## src/rtl/pipeline_hazard_sequencer_if.sv

```systemverilog
// Control bundle between the hazard sequencer and the 16-bit pipeline.
// The master is the datapath side and the slave is the sequencer.
interface pipeline_hazard_sequencer_if #(
    parameter int REG_ADDR_W = 4
);
    logic                  dec_valid;
    logic [REG_ADDR_W-1:0] dec_rs1;
    logic [REG_ADDR_W-1:0] dec_rs2;
    logic                  dec_uses_rs1;
    logic                  dec_uses_rs2;
    logic                  dec_halt;
    logic                  ex_memread;
    logic [REG_ADDR_W-1:0] ex_rd;
    logic                  ex_branch_taken;
    logic                  mem_busy;
    logic                  pcwrite;
    logic                  pc_sel;
    logic                  fd_write;
    logic                  fd_flush;
    logic                  de_write;
    logic                  de_flush;
    logic                  em_write;
    logic                  em_flush;
    logic                  mw_write;
    logic                  halted;
    logic [15:0]           stall_count;

    modport master (
        output dec_valid, dec_rs1, dec_rs2, dec_uses_rs1, dec_uses_rs2,
        output dec_halt, ex_memread, ex_rd, ex_branch_taken, mem_busy,
        input  pcwrite, pc_sel, fd_write, fd_flush, de_write, de_flush,
        input  em_write, em_flush, mw_write, halted, stall_count
    );

    modport slave (
        input  dec_valid, dec_rs1, dec_rs2, dec_uses_rs1, dec_uses_rs2,
        input  dec_halt, ex_memread, ex_rd, ex_branch_taken, mem_busy,
        output pcwrite, pc_sel, fd_write, fd_flush, de_write, de_flush,
        output em_write, em_flush, mw_write, halted, stall_count
    );
endinterface

```

## src/rtl/pipeline_hazard_sequencer.sv

```systemverilog
// Pipeline sequencer: power-up fill, load-use stall, branch flush,
// memory freeze and halt drain for the five-stage pipe.
module pipeline_hazard_sequencer #(
    parameter int REG_ADDR_W   = 4,
    parameter int INIT_CYCLES  = 2,
    parameter int DRAIN_CYCLES = 4
) (
    input logic clock,
    input logic reset,
    pipeline_hazard_sequencer_if.slave bus
);
    typedef enum logic [1:0] {
        S_INIT,
        S_RUN,
        S_DRAIN,
        S_HALTED
    } state_t;

    state_t      state;
    state_t      state_next;
    logic [3:0]  init_cnt;
    logic [3:0]  init_next;
    logic [2:0]  drain_cnt;
    logic [2:0]  drain_next;
    logic [15:0] stall_count;
    logic        halted;
    logic        stall_inc;
    logic        load_use;

    logic pcwrite;
    logic pc_sel;
    logic fd_write;
    logic fd_flush;
    logic de_write;
    logic de_flush;
    logic em_write;
    logic em_flush;
    logic mw_write;

    // Register 0 is hardwired, so a load into it never creates a hazard.
    assign load_use = bus.dec_valid & bus.ex_memread
                    & (bus.ex_rd != REG_ADDR_W'(0))
                    & ((bus.dec_uses_rs1 & (bus.dec_rs1 == bus.ex_rd))
                     | (bus.dec_uses_rs2 & (bus.dec_rs2 == bus.ex_rd)));

    // State, counters, halted flag and saturating stall counter.
    always_ff @(posedge clock) begin
        if (reset) begin
            state       <= S_INIT;
            init_cnt    <= 4'(INIT_CYCLES - 1);
            drain_cnt   <= 3'd0;
            stall_count <= 16'd0;
            halted      <= 1'b0;
        end else begin
            state     <= state_next;
            init_cnt  <= init_next;
            drain_cnt <= drain_next;
            halted    <= (state_next == S_HALTED);
            if (stall_inc && stall_count != 16'hFFFF)
                stall_count <= stall_count + 16'd1;
        end
    end

    // Next state and Mealy control outputs.
    always_comb begin
        state_next = state;
        init_next  = init_cnt;
        drain_next = drain_cnt;
        stall_inc  = 1'b0;
        pcwrite    = 1'b0;
        pc_sel     = 1'b0;
        fd_write   = 1'b0;
        fd_flush   = 1'b0;
        de_write   = 1'b0;
        de_flush   = 1'b0;
        em_write   = 1'b0;
        em_flush   = 1'b0;
        mw_write   = 1'b0;
        unique case (state)
            S_INIT: begin
                fd_flush = 1'b1;
                de_flush = 1'b1;
                em_flush = 1'b1;
                if (init_cnt == 4'd0) state_next = S_RUN;
                else init_next = init_cnt - 4'd1;
            end
            S_RUN: begin
                if (bus.mem_busy) begin
                    stall_inc = 1'b1;
                end else if (bus.ex_branch_taken) begin
                    pcwrite  = 1'b1;
                    pc_sel   = 1'b1;
                    fd_flush = 1'b1;
                    de_flush = 1'b1;
                    em_write = 1'b1;
                    mw_write = 1'b1;
                end else if (load_use) begin
                    de_flush  = 1'b1;
                    em_write  = 1'b1;
                    mw_write  = 1'b1;
                    stall_inc = 1'b1;
                end else if (bus.dec_valid && bus.dec_halt) begin
                    fd_flush   = 1'b1;
                    de_write   = 1'b1;
                    em_write   = 1'b1;
                    mw_write   = 1'b1;
                    state_next = S_DRAIN;
                    drain_next = 3'(DRAIN_CYCLES - 1);
                end else begin
                    pcwrite  = 1'b1;
                    fd_write = 1'b1;
                    de_write = 1'b1;
                    em_write = 1'b1;
                    mw_write = 1'b1;
                end
            end
            S_DRAIN: begin
                fd_flush = 1'b1;
                if (!bus.mem_busy) begin
                    de_write = 1'b1;
                    em_write = 1'b1;
                    mw_write = 1'b1;
                    if (drain_cnt == 3'd0) state_next = S_HALTED;
                    else drain_next = drain_cnt - 3'd1;
                end
            end
            S_HALTED: begin
                state_next = S_HALTED;
            end
            default: begin
                state_next = S_INIT;
            end
        endcase
    end

    assign bus.pcwrite     = pcwrite;
    assign bus.pc_sel      = pc_sel;
    assign bus.fd_write    = fd_write;
    assign bus.fd_flush    = fd_flush;
    assign bus.de_write    = de_write;
    assign bus.de_flush    = de_flush;
    assign bus.em_write    = em_write;
    assign bus.em_flush    = em_flush;
    assign bus.mw_write    = mw_write;
    assign bus.halted      = halted;
    assign bus.stall_count = stall_count;
endmodule
```

## src/flat_wrapper.sv

```systemverilog
// flat-port wrapper written by rule: the top's interface ports become plain ports
module pipeline_hazard_sequencer_flat 
#(
    parameter int REG_ADDR_W   = 4,
    parameter int INIT_CYCLES  = 2,
    parameter int DRAIN_CYCLES = 4
)
  (clock, reset, bus_dec_valid, bus_dec_rs1, bus_dec_rs2, bus_dec_uses_rs1, bus_dec_uses_rs2, bus_dec_halt, bus_ex_memread, bus_ex_rd, bus_ex_branch_taken, bus_mem_busy, bus_pcwrite, bus_pc_sel, bus_fd_write, bus_fd_flush, bus_de_write, bus_de_flush, bus_em_write, bus_em_flush, bus_mw_write, bus_halted, bus_stall_count);
  pipeline_hazard_sequencer_if #(.REG_ADDR_W(REG_ADDR_W)) bus_i ();
  input logic clock;
  input logic reset;
  input wire logic [$bits(bus_i.dec_valid)-1:0] bus_dec_valid;
  input wire logic [$bits(bus_i.dec_rs1)-1:0] bus_dec_rs1;
  input wire logic [$bits(bus_i.dec_rs2)-1:0] bus_dec_rs2;
  input wire logic [$bits(bus_i.dec_uses_rs1)-1:0] bus_dec_uses_rs1;
  input wire logic [$bits(bus_i.dec_uses_rs2)-1:0] bus_dec_uses_rs2;
  input wire logic [$bits(bus_i.dec_halt)-1:0] bus_dec_halt;
  input wire logic [$bits(bus_i.ex_memread)-1:0] bus_ex_memread;
  input wire logic [$bits(bus_i.ex_rd)-1:0] bus_ex_rd;
  input wire logic [$bits(bus_i.ex_branch_taken)-1:0] bus_ex_branch_taken;
  input wire logic [$bits(bus_i.mem_busy)-1:0] bus_mem_busy;
  output wire logic [$bits(bus_i.pcwrite)-1:0] bus_pcwrite;
  output wire logic [$bits(bus_i.pc_sel)-1:0] bus_pc_sel;
  output wire logic [$bits(bus_i.fd_write)-1:0] bus_fd_write;
  output wire logic [$bits(bus_i.fd_flush)-1:0] bus_fd_flush;
  output wire logic [$bits(bus_i.de_write)-1:0] bus_de_write;
  output wire logic [$bits(bus_i.de_flush)-1:0] bus_de_flush;
  output wire logic [$bits(bus_i.em_write)-1:0] bus_em_write;
  output wire logic [$bits(bus_i.em_flush)-1:0] bus_em_flush;
  output wire logic [$bits(bus_i.mw_write)-1:0] bus_mw_write;
  output wire logic [$bits(bus_i.halted)-1:0] bus_halted;
  output wire logic [$bits(bus_i.stall_count)-1:0] bus_stall_count;
  assign bus_i.dec_valid = bus_dec_valid;
  assign bus_i.dec_rs1 = bus_dec_rs1;
  assign bus_i.dec_rs2 = bus_dec_rs2;
  assign bus_i.dec_uses_rs1 = bus_dec_uses_rs1;
  assign bus_i.dec_uses_rs2 = bus_dec_uses_rs2;
  assign bus_i.dec_halt = bus_dec_halt;
  assign bus_i.ex_memread = bus_ex_memread;
  assign bus_i.ex_rd = bus_ex_rd;
  assign bus_i.ex_branch_taken = bus_ex_branch_taken;
  assign bus_i.mem_busy = bus_mem_busy;
  assign bus_pcwrite = bus_i.pcwrite;
  assign bus_pc_sel = bus_i.pc_sel;
  assign bus_fd_write = bus_i.fd_write;
  assign bus_fd_flush = bus_i.fd_flush;
  assign bus_de_write = bus_i.de_write;
  assign bus_de_flush = bus_i.de_flush;
  assign bus_em_write = bus_i.em_write;
  assign bus_em_flush = bus_i.em_flush;
  assign bus_mw_write = bus_i.mw_write;
  assign bus_halted = bus_i.halted;
  assign bus_stall_count = bus_i.stall_count;
  pipeline_hazard_sequencer #(.REG_ADDR_W(REG_ADDR_W), .INIT_CYCLES(INIT_CYCLES), .DRAIN_CYCLES(DRAIN_CYCLES)) u_core (.clock(clock), .reset(reset), .bus(bus_i));
endmodule
```

## config.mk

```make
export PLATFORM = sky130hd
export DESIGN_NAME = pipeline_hazard_sequencer_flat
export DESIGN_NICKNAME = d
export VERILOG_FILES = /design/src/rtl/pipeline_hazard_sequencer_if.sv /design/src/rtl/pipeline_hazard_sequencer.sv /design/src/flat_wrapper.sv
export SDC_FILE = /design/constraint.sdc
export NUM_CORES = 1
export LEC_CHECK = 0
export ABC_AREA = 0
export CORE_MARGIN = 2
export CORE_UTILIZATION = 37
export DETAILED_ROUTE_END_ITERATION = 6
export PLACE_DENSITY_LB_ADDON = 0.1
export SLEW_MARGIN = 20
export SYNTH_ARGS = -nofsm -noshare
export SYNTH_HDL_FRONTEND = slang
export SYNTH_SLANG_ARGS = --single-unit
```

## constraint.sdc

```tcl
create_clock -name clock -period 3.1 [get_ports clock]
set_clock_uncertainty 0.2 [all_clocks]
set_input_delay 0.465 -clock clock [delete_from_list [all_inputs] [get_ports clock]]
set_output_delay 0.465 -clock clock [all_outputs]
set_load 0.01 [all_outputs]
```

[After elaboration in Yosys (flattened, before gate mapping)]
Cells that the tools add are included.
Cells by class
  equal/unequal tests: 13
  reduce and logical (&&, ||, !) cells: 11
  mux-type cells: 45
  bitwise gates (word level): 7
  $add $sub $neg: 3
Operators with widths (number)
  $mux W1: 27
  $mux W3: 6
  $add A16 B1 Y16 const B: 1
  $ne A16 B16 Y1 const B: 1
  $mux W2: 7
  $ne A2 B2 Y1 const B: 5
  $eq A4 B4 Y1: 2
  $pmux W2 S4: 1
  $reduce_and A7 Y1: 1
  $eq A2 B2 Y1 const B: 3
  $pmux W1 S2: 3
  $pmux W3 S2: 1
  $and A1 B1 Y1: 5
  $logic_not A4 Y1: 1
  $reduce_bool A4 Y1: 1
  $reduce_or A2 Y1: 2
  $sub A4 B1 Y4 const B: 1
  $logic_not A3 Y1: 1
  $sub A3 B1 Y3 const B: 1
  $eq A2 B1 Y1 const B: 1
  $logic_and A1 B1 Y1: 2
  $logic_not A2 Y1: 1
  $ne A2 B1 Y1 const B: 1
  $reduce_and A2 Y1: 1
  other kinds (3): 3
Word-level totals
  bits of input ports: 21
  bits in registers: 26

[Longest topological paths before layout]
  depth in word-level cells: 9
  gate-level depth with buffers: 8

[Worst setup path before layout]
Ideal clock, no wire load.
  kind: reg2reg
  from: reg u_core.stall_count[7] (netlist: u_core.bus.stall_count[7])
  to: reg u_core.stall_count[13] (netlist: u_core.bus.stall_count[13])
  path buffers: 1
  cell stages (with the launch flop): 9
  required time: 2.779 ns
  period minus slack after synthesis: 2.549 ns
  data arrival time: 2.227 ns
  path slack: 0.551 ns
  setup time: 0.121 ns
  cells stage by stage: dfxtp_1 -> nand4_2 -> or3_1 -> or3_4 -> and3_4 -> a31oi_4 -> buf_6 -> nor4_1 -> mux2_4
Between the ends
  word-level cells in the longest chain between the ends: 2
  elaborated cells between the ends (all ways): 3
  classes of those cells: 1 x add/sub; 1 x eq/ne; 1 x reduce/logical
RTL lines
  start: declaration: RTL line pipeline_hazard_sequencer.sv:25  | logic [15:0] stall_count;
  start signal: assignment: RTL line pipeline_hazard_sequencer.sv:60  | stall_count <= stall_count + 16'd1;
  parallel branches: the longest is 2 deep, another holds $add A16 B1 Y16
Parallel ways; which one is timed is not known.
A chain may end at the register's enable or synchronous reset.

[Worst setup path after layout]
  from: in bus_ex_rd[0]
  to: out bus_pcwrite
Between the ends
  word-level cells in the longest chain between the ends: 8
  elaborated cells between the ends (all ways): 12
  classes of those cells: 2 x eq/ne; 4 x mux; 5 x bitwise; 1 x reduce/logical
RTL lines
  start: declaration: RTL line flat_wrapper.sv:19  | input wire logic [$bits(bus_i.ex_rd)-1:0] bus_ex_rd;
  $eq A4 B4 Y1 (on tied branches): RTL line pipeline_hazard_sequencer.sv:43, pipeline_hazard_sequencer.sv:44
  $and A1 B1 Y1 (on tied branches): RTL line pipeline_hazard_sequencer.sv:43, pipeline_hazard_sequencer.sv:44
  $or A1 B1 Y1: RTL line pipeline_hazard_sequencer.sv:44  | | (bus.dec_uses_rs2 & (bus.dec_rs2 == bus.ex_rd)));
  $and A1 B1 Y1 (*): RTL line pipeline_hazard_sequencer.sv:43  | & ((bus.dec_uses_rs1 & (bus.dec_rs1 == bus.ex_rd))
  $mux W1 (*): RTL line pipeline_hazard_sequencer.sv:97  | end else if (load_use) begin
  $mux W1 (*): RTL line pipeline_hazard_sequencer.sv:90  | end else if (bus.ex_branch_taken) begin
  $mux W1 (*): RTL line pipeline_hazard_sequencer.sv:88  | if (bus.mem_busy) begin
  $mux W1 (*): RTL line pipeline_hazard_sequencer.sv:79  | unique case (state)
  end: declaration: RTL line flat_wrapper.sv:22  | output wire logic [$bits(bus_i.pcwrite)-1:0] bus_pcwrite;
Every way passes the cells marked *; elsewhere a longest branch is shown, timed or not.

==> metrics.md <==
| Metric | Value |
|---|---|
| Run status | `finished, final reports clean` |
| Min-Delay Path Class | `register to register` |
| CTS buffer count | `3` |
| Via-to-Cell Ratio | `5.03` |
| Die area | `0.00501 mm^2` |
| Initial antenna violation count | `0` |
| Element type at the critical path end | `output port` |
| Reg2reg start | `u_core.bus.stall_count[7]` |
| Max clock buf depth | `2` |
| FF-to-FF End | `u_core.bus.stall_count[2]` |
| Final core occ | `52.2%` |
| Reg2Reg Setup Slack | `0.36 ns` |
| Final Hold Fails | `0` |
| Crit path top cell by count | `clkdlybuf4s50_1` |
| Setup violations, final | `0` |
| Post-Syn Instances | `205` |
| Post-synthesis sequential area ratio | `31.6%` |
| Clk Latency, worst-skew pair | `0.26 ns` |
| CP Data Required Time | `2.43 ns` |
| Router iterations before antenna repair | `4` |
| Critical path startpoint | `bus_ex_rd[0]` |
| Async set-reset flop share out of synthesis | `0%` |
| First-pass GRT wire length | `6310 um` |
| Core Box Area | `0.00432 mm^2` |
| Crit Path Class | `input pin to output port` |
| # DRC | `0` |
| GRT Total Usage | `14.9%` |
| Synth top cells by count | `27 x nor2_1, 26 x dfxtp_1, 15 x nand2_1` |
| Worst vdd ir | `0.236 mV` |
| Vias in the first global route | `1459` |
| Total chip power | `0.931 mW` |
| Area delta synth->final | `36.8%` |
| Number of synthesized flops with an enable pin | `0` |
| Final net count | `285` |
| Post-synth net total | `234` |
| RSZ-0062 raised after global routing | `no` |
| Vias post-DR | `1538` |
| Proportion of layout cells with a drive suffix above 1 | `9.45%` |
| Mapped Area | `0.00165 mm^2` |
| Critical path buffers and inverters | `3` |
| Overflow after GRT | `0` |
| Most numerous cell in the Yosys netlist | `nor2_1` |
| Worst Hold Launch | `u_core.drain_cnt[2]` |
| I/O pin count | `47` |
| Post-DP HPWL | `2810 um` |
| Ys Warns | `0` |
| CP startpoint kind | `input pin` |
| Cell family with most CP delay | `buffers and inverters` |
| H-tree Lvls | `1` |
| Post-synth top area cell | `dfxtp_1` |
| #FFs+latches synth | `26` |
| Clock root buffer | `clkbuf_8` |
| Worst-Margin Slew | `0.628 ns` |
| Final period util | `96.1%` |
| WL/cell | `11.8 um` |
| Crit path max fanout | `3` |
| Synth area leaders | `dfxtp_1 32%, nor2_1 6.1%, ha_1 6.1%` |
| Fin. max-slew vios | `0` |
| Setup WS post-layout | `0.120 ns` |
| Critical path, cell by cell | `clkdlybuf4s50_1 > xor2_1 > nor3_2 > nand4_1 > buf_4 > a31oi_1 > nor2_1 > clkdlybuf4s50_1` |
| Number of diodes | `0` |
| Placed cell count | `303` |
| Routability cong. | `0.746` |
| CP max-delay cell | `clkdlybuf4s50_1` |
| CTS tree | `yes` |
| Site row count | `24` |
| Starting Density | `38.1%` |
| Initial DRC count | `56` |
| FF-to-FF path depth | `8` |
| Netlist cell types | `44` |
| Crit path DAT | `2.32 ns` |
| Fmax | `336 MHz` |
| Hold Path Depth | `2` |
| Largest stage delay on the critical path | `0.48 ns` |
| Fin cells | `306` |
| Syn Area/Cell | `8.04 um^2` |
| Predominant post-synthesis flop cell | `dfxtp_1` |
| Final instance area | `0.00226 mm^2` |
| Worst slew margin | `57.9%` |
| # clock sinks | `26` |
| Setup TNS Final | `0 ns` |
| Cts hold-fix bufs | `0` |
| Pin count of the biggest net entering global routing | `21` |
| Post-Place Worst Slack | `-0.0677 ns` |
| Area share of the largest cell type after synthesis | `31.6%` |
| Minimum clock period | `2.98 ns` |
| Antenna-violating nets left | `0` |
| Worst hold margin | `0.292 ns` |
| Final WL | `3620 um` |
| Placement Cell Area | `0.00219 mm^2` |
| Die H | `70.8 um` |
| PortBufs | `46` |
| Hold Path End | `u_core.drain_cnt[2]` |
| DIE WIDTH | `70.8 um` |
| Pleak | `0.850 nW` |
| Power Dens Cells | `413 mW/mm^2` |
| Max-Cap Viols | `0` |
| CTS clk-pin slew, worst paths | `0.09 ns` |
[cells by family after synthesis]
family,after synthesis,synth area share (%)
AO/OA/AOI/OAI,34,13.3
XOR/XNOR,13,6.90
multiplexers,7,4.93
adder cells (fa/ha/maj),8,6.07
flip-flops,26,31.6
AND/OR/NAND/NOR,98,32.2
buffers and inverters,19,5.01
[routing by layer]
layer,vias up,routed length [um],track usage [%],part of all wire [%]
li1,811,-,-,-
met2,50,1560,23.4,43
met3,4,237,3.28,6.6
met1,673,1770,20.6,49
met5,-,0,0,0
met4,0,44,4.40,1.2
[cell usage in the layout, fill, tap and decap left out, types with 5 or more instances in the layout]
cell | synthesis | routed
a21oi_1 | 10 | 10
buf_4 | 1 | 8
clkdlybuf4s50_1 | 0 | 42
dfxtp_1 | 26 | 26
ha_1 | 8 | 8
inv_1 | 11 | 11
nand2_1 | 15 | 15
nand3_1 | 5 | 5
nor2_1 | 27 | 26
nor2b_1 | 14 | 14
o21ai_0 | 10 | 10
xnor2_1 | 5 | 5
xor2_1 | 8 | 8
[layout make-up]
| type | instances | area, um^2 |
|---|---|---|
| sequential | 26 | 520 |
| timing repair buffer | 54 | 523 |
| multi-input combinational | 160 | 1060 |
| clock buffer | 3 | 41.3 |
| fill | 452 | 2070 |
| tap | 52 | 65.1 |
| inverter | 11 | 41.3 |
[tightest hold or removal path: cells and delay by family (launching register included)]
kind,cells,cell delay (ns)
flip-flops,1,0.32
AO/OA/AOI/OAI,2,0.13
[registers in the layout, summed over array words and instances, names as in the netlist]
name and flops:
u_core.state 2, u_core.init_cnt 4, u_core.bus.stall_count 16, u_core.drain_cnt 3, u_core.bus.halted 1
[worst max-delay path by stage]
stage,endpoint,slack [ns],cells past startpoint
4_1_cts,bus_de_flush,0.003,8
6_report,bus_pcwrite,0.12,8
5_1_grt,bus_pcwrite,0.004,8
3_3_place_gp,bus_de_write,-0.04,9
3_5_place_dp,bus_de_write,-0.07,9
2_1_floorplan,u_core.bus.stall_count[13],0.55,8
[where the power goes]
group	internal, mW	switching [mW]	leakage, nW
combinational	0.170	0.174	0.618
clock	0.0868	0.0994	0.0216
sequential	0.368	0.0325	0.211
total	0.625	0.306	0.850
[repair_timing]
action                                  in CTS  in global routing
cloned                                       0                  0
setup buffers                                0                  0
pin swaps                                    0                  1
endpoints found under the setup margin       4                  3
gates resized for setup                      3                  5
Note: power is estimated with default switching activity, not from simulation.
